<file path="src/rtl/regfile_pkg.sv">
// Shared select-map helpers and constants for the vector register file.
// Regions: vector, then scalar, then three read-only specials.
package regfile_pkg;

    localparam int SPEC_ZERO   = 0;
    localparam int SPEC_LANEID = 1;
    localparam int SPEC_CYCLE  = 2;
    localparam int SPEC_COUNT  = 3;

    localparam int DEF_REG_SIZE = 8;
    localparam int DEF_VEC_SIZE = 4;

    typedef logic [DEF_VEC_SIZE-1:0][DEF_REG_SIZE-1:0] laneVec_t;

    function automatic int vecBase();
        return 0;
    endfunction

    function automatic int scBase(int vecQ);
        return vecQ;
    endfunction

    function automatic int specBase(int vecQ, int scQ);
        return vecQ + scQ;
    endfunction

endpackage

</file>
<file path="src/rtl/regfile_read_port.sv">
// One combinational read port: select decode, scalar broadcast
// and optional same-cycle write forwarding.
module regfile_read_port
    import regfile_pkg::*;
#(
    parameter int registerSize   = 8,
    parameter int vectorSize     = 4,
    parameter int vecRegQuantity = 8,
    parameter int scRegQuantity  = 4,
    parameter int selectionBits  = 4,
    parameter bit BYPASS         = 1'b1
) (
    input  logic [selectionBits-1:0] rSel,
    input  logic [vecRegQuantity-1:0][vectorSize-1:0][registerSize-1:0] vecRegs,
    input  logic [scRegQuantity-1:0][registerSize-1:0] scRegs,
    input  logic [vectorSize*registerSize-1:0] cycleCnt,
    input  logic wrVec,
    input  logic wrSc,
    input  logic [selectionBits-1:0] wrSel,
    input  logic [vectorSize-1:0][registerSize-1:0] wrData,
    input  logic [vectorSize-1:0] laneMask,
    output logic [vectorSize-1:0][registerSize-1:0] operand
);

    localparam int SB = selectionBits;
    localparam int SPEC = specBase(vecRegQuantity, scRegQuantity);

    logic fwd;
    logic [registerSize-1:0] elem;

    assign fwd = BYPASS && (wrSel == rSel);

    always_comb begin
        operand = '0;
        elem = '0;
        for (int i = 0; i < vecRegQuantity; i++) begin
            if (rSel == SB'(vecBase() + i)) begin
                operand = vecRegs[i];
                if (fwd && wrVec) begin
                    for (int l = 0; l < vectorSize; l++) begin
                        if (laneMask[l]) operand[l] = wrData[l];
                    end
                end
            end
        end
        for (int j = 0; j < scRegQuantity; j++) begin
            if (rSel == SB'(scBase(vecRegQuantity) + j)) begin
                elem = (fwd && wrSc) ? wrData[0] : scRegs[j];
                for (int l = 0; l < vectorSize; l++) operand[l] = elem;
            end
        end
        if (rSel == SB'(SPEC + SPEC_LANEID)) begin
            for (int l = 0; l < vectorSize; l++) operand[l] = registerSize'(l);
        end
        if (rSel == SB'(SPEC + SPEC_CYCLE)) operand = cycleCnt;
    end

endmodule

</file>
<file path="src/rtl/vec_reg_file_v2.sv">
// Vector/scalar/special register file with masked writes, bypass
// and a sticky illegal-write flag.
module vec_reg_file_v2
    import regfile_pkg::*;
#(
    parameter int registerSize   = 8,
    parameter int vectorSize     = 4,
    parameter int vecRegQuantity = 8,
    parameter int scRegQuantity  = 4,
    parameter int selectionBits  = 4,
    parameter bit BYPASS         = 1'b1
) (
    input  logic clk,
    input  logic reset,
    input  logic regWrEnVec,
    input  logic regWrEnSc,
    input  logic [vectorSize-1:0] laneMask,
    input  logic [selectionBits-1:0] regToWrite,
    input  logic [vectorSize-1:0][registerSize-1:0] dataIn,
    input  logic [selectionBits-1:0] rSel1,
    input  logic [selectionBits-1:0] rSel2,
    output logic [vectorSize-1:0][registerSize-1:0] operand1,
    output logic [vectorSize-1:0][registerSize-1:0] operand2,
    output logic wrErr
);

    localparam int SB = selectionBits;
    localparam int CW = vectorSize * registerSize;
    localparam int SCB = scBase(vecRegQuantity);
    localparam int SPB = specBase(vecRegQuantity, scRegQuantity);

    if ((2 ** selectionBits) < SPB + SPEC_COUNT) begin : gSelCheck
        $error("selectionBits too small for register map");
    end

    logic [vecRegQuantity-1:0][vectorSize-1:0][registerSize-1:0] vecRegs;
    logic [scRegQuantity-1:0][registerSize-1:0] scRegs;
    logic [CW-1:0] cycleCnt;

    logic isVec, isSc, wrVec, wrSc, wrIllegal;

    assign isVec = regToWrite < SB'(SCB);
    assign isSc = (regToWrite >= SB'(SCB)) && (regToWrite < SB'(SPB));
    assign wrVec = regWrEnVec && !regWrEnSc && isVec;
    assign wrSc = regWrEnSc && !regWrEnVec && isSc;
    assign wrIllegal = (regWrEnVec || regWrEnSc) && !wrVec && !wrSc;

    always_ff @(posedge clk) begin
        if (!reset) begin
            vecRegs <= '0;
            scRegs <= '0;
            cycleCnt <= '0;
            wrErr <= 1'b0;
        end else begin
            cycleCnt <= cycleCnt + CW'(1);
            if (wrIllegal) wrErr <= 1'b1;
            for (int i = 0; i < vecRegQuantity; i++) begin
                if (wrVec && regToWrite == SB'(vecBase() + i)) begin
                    for (int l = 0; l < vectorSize; l++) begin
                        if (laneMask[l]) vecRegs[i][l] <= dataIn[l];
                    end
                end
            end
            for (int j = 0; j < scRegQuantity; j++) begin
                if (wrSc && regToWrite == SB'(SCB + j)) scRegs[j] <= dataIn[0];
            end
        end
    end

    regfile_read_port #(
        .registerSize(registerSize), .vectorSize(vectorSize),
        .vecRegQuantity(vecRegQuantity), .scRegQuantity(scRegQuantity),
        .selectionBits(selectionBits), .BYPASS(BYPASS)
    ) uPort1 (
        .rSel(rSel1), .vecRegs(vecRegs), .scRegs(scRegs),
        .cycleCnt(cycleCnt), .wrVec(wrVec), .wrSc(wrSc),
        .wrSel(regToWrite), .wrData(dataIn), .laneMask(laneMask),
        .operand(operand1)
    );

    regfile_read_port #(
        .registerSize(registerSize), .vectorSize(vectorSize),
        .vecRegQuantity(vecRegQuantity), .scRegQuantity(scRegQuantity),
        .selectionBits(selectionBits), .BYPASS(BYPASS)
    ) uPort2 (
        .rSel(rSel2), .vecRegs(vecRegs), .scRegs(scRegs),
        .cycleCnt(cycleCnt), .wrVec(wrVec), .wrSc(wrSc),
        .wrSel(regToWrite), .wrData(dataIn), .laneMask(laneMask),
        .operand(operand2)
    );

endmodule
</file>
<file path="config.mk">
export PLATFORM = sky130hd
export DESIGN_NAME = vec_reg_file_v2
export DESIGN_NICKNAME = d
export VERILOG_FILES = /design/src/rtl/regfile_pkg.sv /design/src/rtl/regfile_read_port.sv /design/src/rtl/vec_reg_file_v2.sv
export SDC_FILE = /design/constraint.sdc
export NUM_CORES = 2
export LEC_CHECK = 0
export CAP_MARGIN = 5
export CORE_MARGIN = 3
export CORE_UTILIZATION = 40
export CTS_CLUSTER_DIAMETER = 200
export DETAILED_ROUTE_END_ITERATION = 8
export PLACE_DENSITY_LB_ADDON = 0.05
export SYNTH_ARGS = -nofsm -noshare
export SYNTH_HDL_FRONTEND = slang
export SYNTH_SLANG_ARGS = --single-unit
export TNS_END_PERCENT = 50
</file>
<file path="constraint.sdc">
create_clock -name clk -period 5 [get_ports clk]
set_clock_uncertainty 0.1 [all_clocks]
set_input_delay 1.25 -clock clk [delete_from_list [all_inputs] [get_ports clk]]
set_output_delay 1.25 -clock clk [all_outputs]
set_load 0.005 [all_outputs]
</file>
* After elaboration in Yosys (flattened, before gate mapping)
Index checks and enable logic that the tools add are counted.
Word-level totals: latch bits 0, memories 0, ROM bits 0, flip-flop bits (word level) 321, RAM bits 0, logic and storage cells 196
Cells by class: bitwise operators 0, add/sub/neg operators 1, div/mod/pow operators 0, equality and inequality tests 39, order comparisons 3, reductions and logical operators 31, mux-type cells 84, shifts and indexed selects 0, multipliers 0
Operators by type and width (number):
- $mux W32 | 44
- $mux W8 | 40
- $eq A4 B4 Y1 const B | 16
- $eq A4 B3 Y1 const B | 12
- $add A32 B1 Y32 const B | 1
- $eq A4 B2 Y1 const B | 6
- $logic_and A1 B1 Y1 | 23
- $eq A4 B1 Y1 const B | 3
- $logic_not A4 Y1 | 3
- $eq A4 B4 Y1 | 2
- $lt A4 B4 Y1 const B | 2
- $ge A4 B4 Y1 const B | 1
- $logic_not A1 Y1 | 4
- $logic_or A1 B1 Y1 | 1

* Logic depth before layout (Yosys ltp)
word-level depth 19, gate-level depth with buffers 12, gate-level depth less buffers 7

* Hierarchy
From an unflattened synthesis, not the netlist that was laid out.
Second synthesis, totals: cells, all modules 2726, area, all modules 21214.1 sq um
By module, submodules not included:
- vec_reg_file_v2 | cells an instance 1194, times used 1, area each 11825.1 sq um
- regfile_read_port | cells an instance 766, times used 2, area each 4694.5 sq um

* Worst setup path before layout
No wires, ideal clock.
kind in2out, start input regToWrite[0], end output operand2[14] (netlist name), required time 3.650 ns, path buffers 2, slack 0.675 ns, cell stages on the path 9, arrival time 2.975 ns, cells stage by stage buf_2 xnor2_1 nand4_2 buf_2 o21ai_1 a21oi_1 a2111o_1 a2111oi_0 nor2_1
RTL lines:
- start: declaration | line vec_reg_file_v2.sv:18 | input logic [selectionBits-1:0] regToWrite,
- end: declaration | line vec_reg_file_v2.sv:23 | output logic [vectorSize-1:0][registerSize-1:0] operand2,

==> impl_metrics.csv <==
group,metric,value,unit
sta,rsz0062_at_grt,"true",
finish,multiInputGateArea,15400,um^2
grt,grtUsageTotal,41.1,%
clocking,clk_latency,0.57,ns
sta,fin_crit_sh,102,%
detailed_routing,viasPerCell,6.42,
detailed_routing,vias,26671,
clocking,numCtsBuffers,40,
detailed_routing,firstDrtPassIters,7,
setup_path,required,3.65,ns
logic_synthesis,yosysSeqAreaShare,29.9,%
sta,setup-tns-final,-0.120,ns
finish,finalInstanceArea,31100,um^2
detailed_routing,ant_nets,0,
floorplan,core_area,52900,um^2
finish,most-common-layout-cells,"buf_4, nand2_1, dfxtp_1",
logic_synthesis,synth_compound_area_share,28.7,%
setup_path,critPathLaunchType,"input port",
setup_path,worstReg2RegEnd,"cycleCnt[28]$_SDFF_PN0_",
logic_synthesis,synth.avg_cell_area,7.49,um^2
grt,grt_pass1_wl,173000,um
grt,grt_max_degree,135,
floorplan,ios,117,
setup_path,r2r-start,"cycleCnt[5]$_SDFF_PN0_",
hold_path,hold_path.class,"reg2reg",
logic_synthesis,synth_fa_ha_area_share,0.0581,%
finish,nNetsFinal,3483,
logic_synthesis,synth_seq_cells,321,
floorplan,start_util,40.7,%
place,io_buffers,116,
detailed_routing,drt_wl_total,121000,um
floorplan,die-area,56600,um^2
logic_synthesis,syn_nets,2926,
floorplan,die_w,238,um
place,hpwl,91000,um
logic_synthesis,yosys.area_share.simple,25.5,%
sta,setup_ws,-0.0883,ns
setup_path,worstPathArrival,3.74,ns
logic_synthesis,synth-async-reset-ratio,0,%
clocking,cts_root_buffer,"clkbuf_16",
outcome,outcome,"finished, violations left",
grt,overflow,0,
detailed_routing,routedWlPerCell,29.1,um
pwr,ir_worst_vdd,0.265,mV
setup_path,cp-endpoint,"operand2[26]",
grt,grt_pass1_vias,25199,
flow_run,cap_viol_max_count,0,
logic_synthesis,yosys_warnings,0,
setup_path,ff2ff_path_depth,6,
setup_path,r2r_slack,2.40,ns
finish,fill_cells,4913,
place,gp_congestion,1.04,
logic_synthesis,synth_ff_type,"dfxtp_1",
floorplan,rows,84,
logic_synthesis,muxShareOfSynthArea,8.60,%
setup_path,path_class,"in2out",
finish,layout-drive-gt1-share,30.8,%
clocking,cts.sinks,321,
outcome,violations,"negative setup slack",
logic_synthesis,synth_cell_type_count,83,
finish,mostFrequentLayoutCell,"buf_4",
clocking,htree_levels,2,
sta,fmax,197,MHz
logic_synthesis,synthXorXnorAreaFrac,1.52,%
setup_path,worst-path-max-fanout,7,
sta,setup_violations,2,
setup_path,worstSetupStartpoint,"regToWrite[3]",
grt,antenna_found_initial,3,
sta,final_hold_viol_count,0,
clocking,cts_tree,"yes",
clocking,cts.path.max_buffers,3,
logic_synthesis,synth_edf_count,0,
sta,tightest_slew,1.02,ns
sta,finalMaxSlewViolations,0,
place,dpl_cell_area,27300,um^2
sta,slew_headroom,31.3,%
clocking,clk_pin_slew,0.06,ns
detailed_routing,first_iter_violations,3592,
clocking,postCtsHoldBufs,0,
detailed_routing,drc,0,
logic_synthesis,syn_inst,2873,
finish,seqCellArea,6430,um^2
setup_path,endpoint_kind,"output pin",
logic_synthesis,synth_top_family_by_area,"compound AO/OA/AOI/OAI gates",
place,dp_slack,-1.12,ns
floorplan,die_h,238,um
pwr,leakage,0.0119,uW
pwr,p_total,6970,uW
logic_synthesis,netlist_area,21500,um^2
sta,period_minus_slack,5.09,ns
finish,syn2layout_area_growth,44.5,%
pwr,powerDensity,224,nW/um^2
## synthesized netlist by cell type (all sizes together), types with 14 or more instances
cell type    n  area [um^2]
dfxtp      321         6430
nor3        47          287
clkbuf     175          659
o211ai      29          218
and2        35          219
a221oi      25          219
o22ai       17          106
nor4        16          106
a31oi       25          156
mux4        29          653
nand3      262         1350
o221ai      14          123
nand4       17          125
o21ai      142          711
a22o        16          140
a311oi      16          140
nor2       102          385
nand2      508         1920
a21boi     222         1670
buf        101          556
a22oi       24          180
mux2i      113         1130
a222oi      17          170
a21oi      263         1320
nor2b      100          626
a211oi      38          285
nand2b      14         87.6
xnor2       25          249
## power by group
group,internal (uW),total [uW],switching (uW)
clock,1750,3040,1280
combinational,564,1340,778
sequential,2570,2590,16.7
total,4890,6970,2080
## state kept, by name, summed over array words and instances, names as in the netlist
signal / count
scRegs: 32
vecRegs: 256
cycleCnt: 32
wrErr: 1
## kinds of logic (layout without fill, tap and decap cells)
| kind of cell | Yosys count | count (layout) |
|---|---|---|
| compound gates | 933 | 933 |
| xor+xnor | 34 | 34 |
| fa+ha+maj | 1 | 1 |
| buf+inv | 287 | 875 |
| flops | 321 | 321 |
| mux | 148 | 148 |
| other cells | 0 | 3 |
| simple gates | 1149 | 1150 |
## worst max-delay path: stages
cell and delay (ns):
buf_12 0.12, buf_6 0.11, nor3b_4 0.26, buf_12 0.17, buf_6 0.15, nand4_4 0.14, a32oi_4 0.24, nand3_2 0.14
a2111oi_4 0.49, buf_4 0.18, o211ai_1 0.24, buf_2 0.23
## metal layers
| layer | GRT usage [%] | vias up | share of wire [%] |
|---|---|---|---|
| met5 | 0 | - | 0.019 |
| met4 | 21.4 | 4 | 6.6 |
| met2 | 61.2 | 1795 | 42 |
| met1 | 56.4 | 12896 | 41 |
| li1 | - | 11608 | - |
| met3 | 7.89 | 368 | 11 |
## how the worst min path moves through the flow
| stage | startpoint | end | slack (ns) | cells after the start |
|---|---|---|---|---|
| 5_1_grt | vecRegs[227]$_SDFFE_PN0P_ | vecRegs[227]$_SDFFE_PN0P_ | 0.40 | 2 |
| 4_1_cts | vecRegs[100]$_SDFFE_PN0P_ | vecRegs[100]$_SDFFE_PN0P_ | 0.38 | 2 |
| 2_1_floorplan | vecRegs[100]$_SDFFE_PN0P_ | vecRegs[100]$_SDFFE_PN0P_ | 0.34 | 2 |
| 3_3_place_gp | vecRegs[100]$_SDFFE_PN0P_ | vecRegs[100]$_SDFFE_PN0P_ | 0.35 | 2 |
| 6_report | vecRegs[30]$_SDFFE_PN0P_ | vecRegs[30]$_SDFFE_PN0P_ | 0.38 | 2 |
| 3_5_place_dp | vecRegs[100]$_SDFFE_PN0P_ | vecRegs[100]$_SDFFE_PN0P_ | 0.37 | 2 |
## through the flow
step | util, % | hold slack [ns] | std cells
floorplan | - | 0.342 | 2873
global placement | 51.7 | 0.354 | 3991
detailed placement | 51.7 | 0.371 | 3991
CTS | 57.4 | 0.379 | 4118
global route | 58.8 | 0.401 | 4150
finish | 58.8 | 0.381 | 4153
## what timing repair did
item | 4_1_cts | 5_1_grt
resized for setup | 422 | 132
pin swaps | 115 | 51
setup endpoints to repair | 64 | 57
gates cloned | 1 | 2
buffers inserted | 57 | 31
## layout make-up
class	instances	share of cell area (%)
tap	688	2.77
inverter	11	0.145
clock buffer	55	3.63
multi-input combinational	2266	49.7
antenna	3	0.0241
clock inverter	19	0.712
sequential	321	20.7
timing repair buffer	790	22.4
Power figures use the tool's default switching activity.
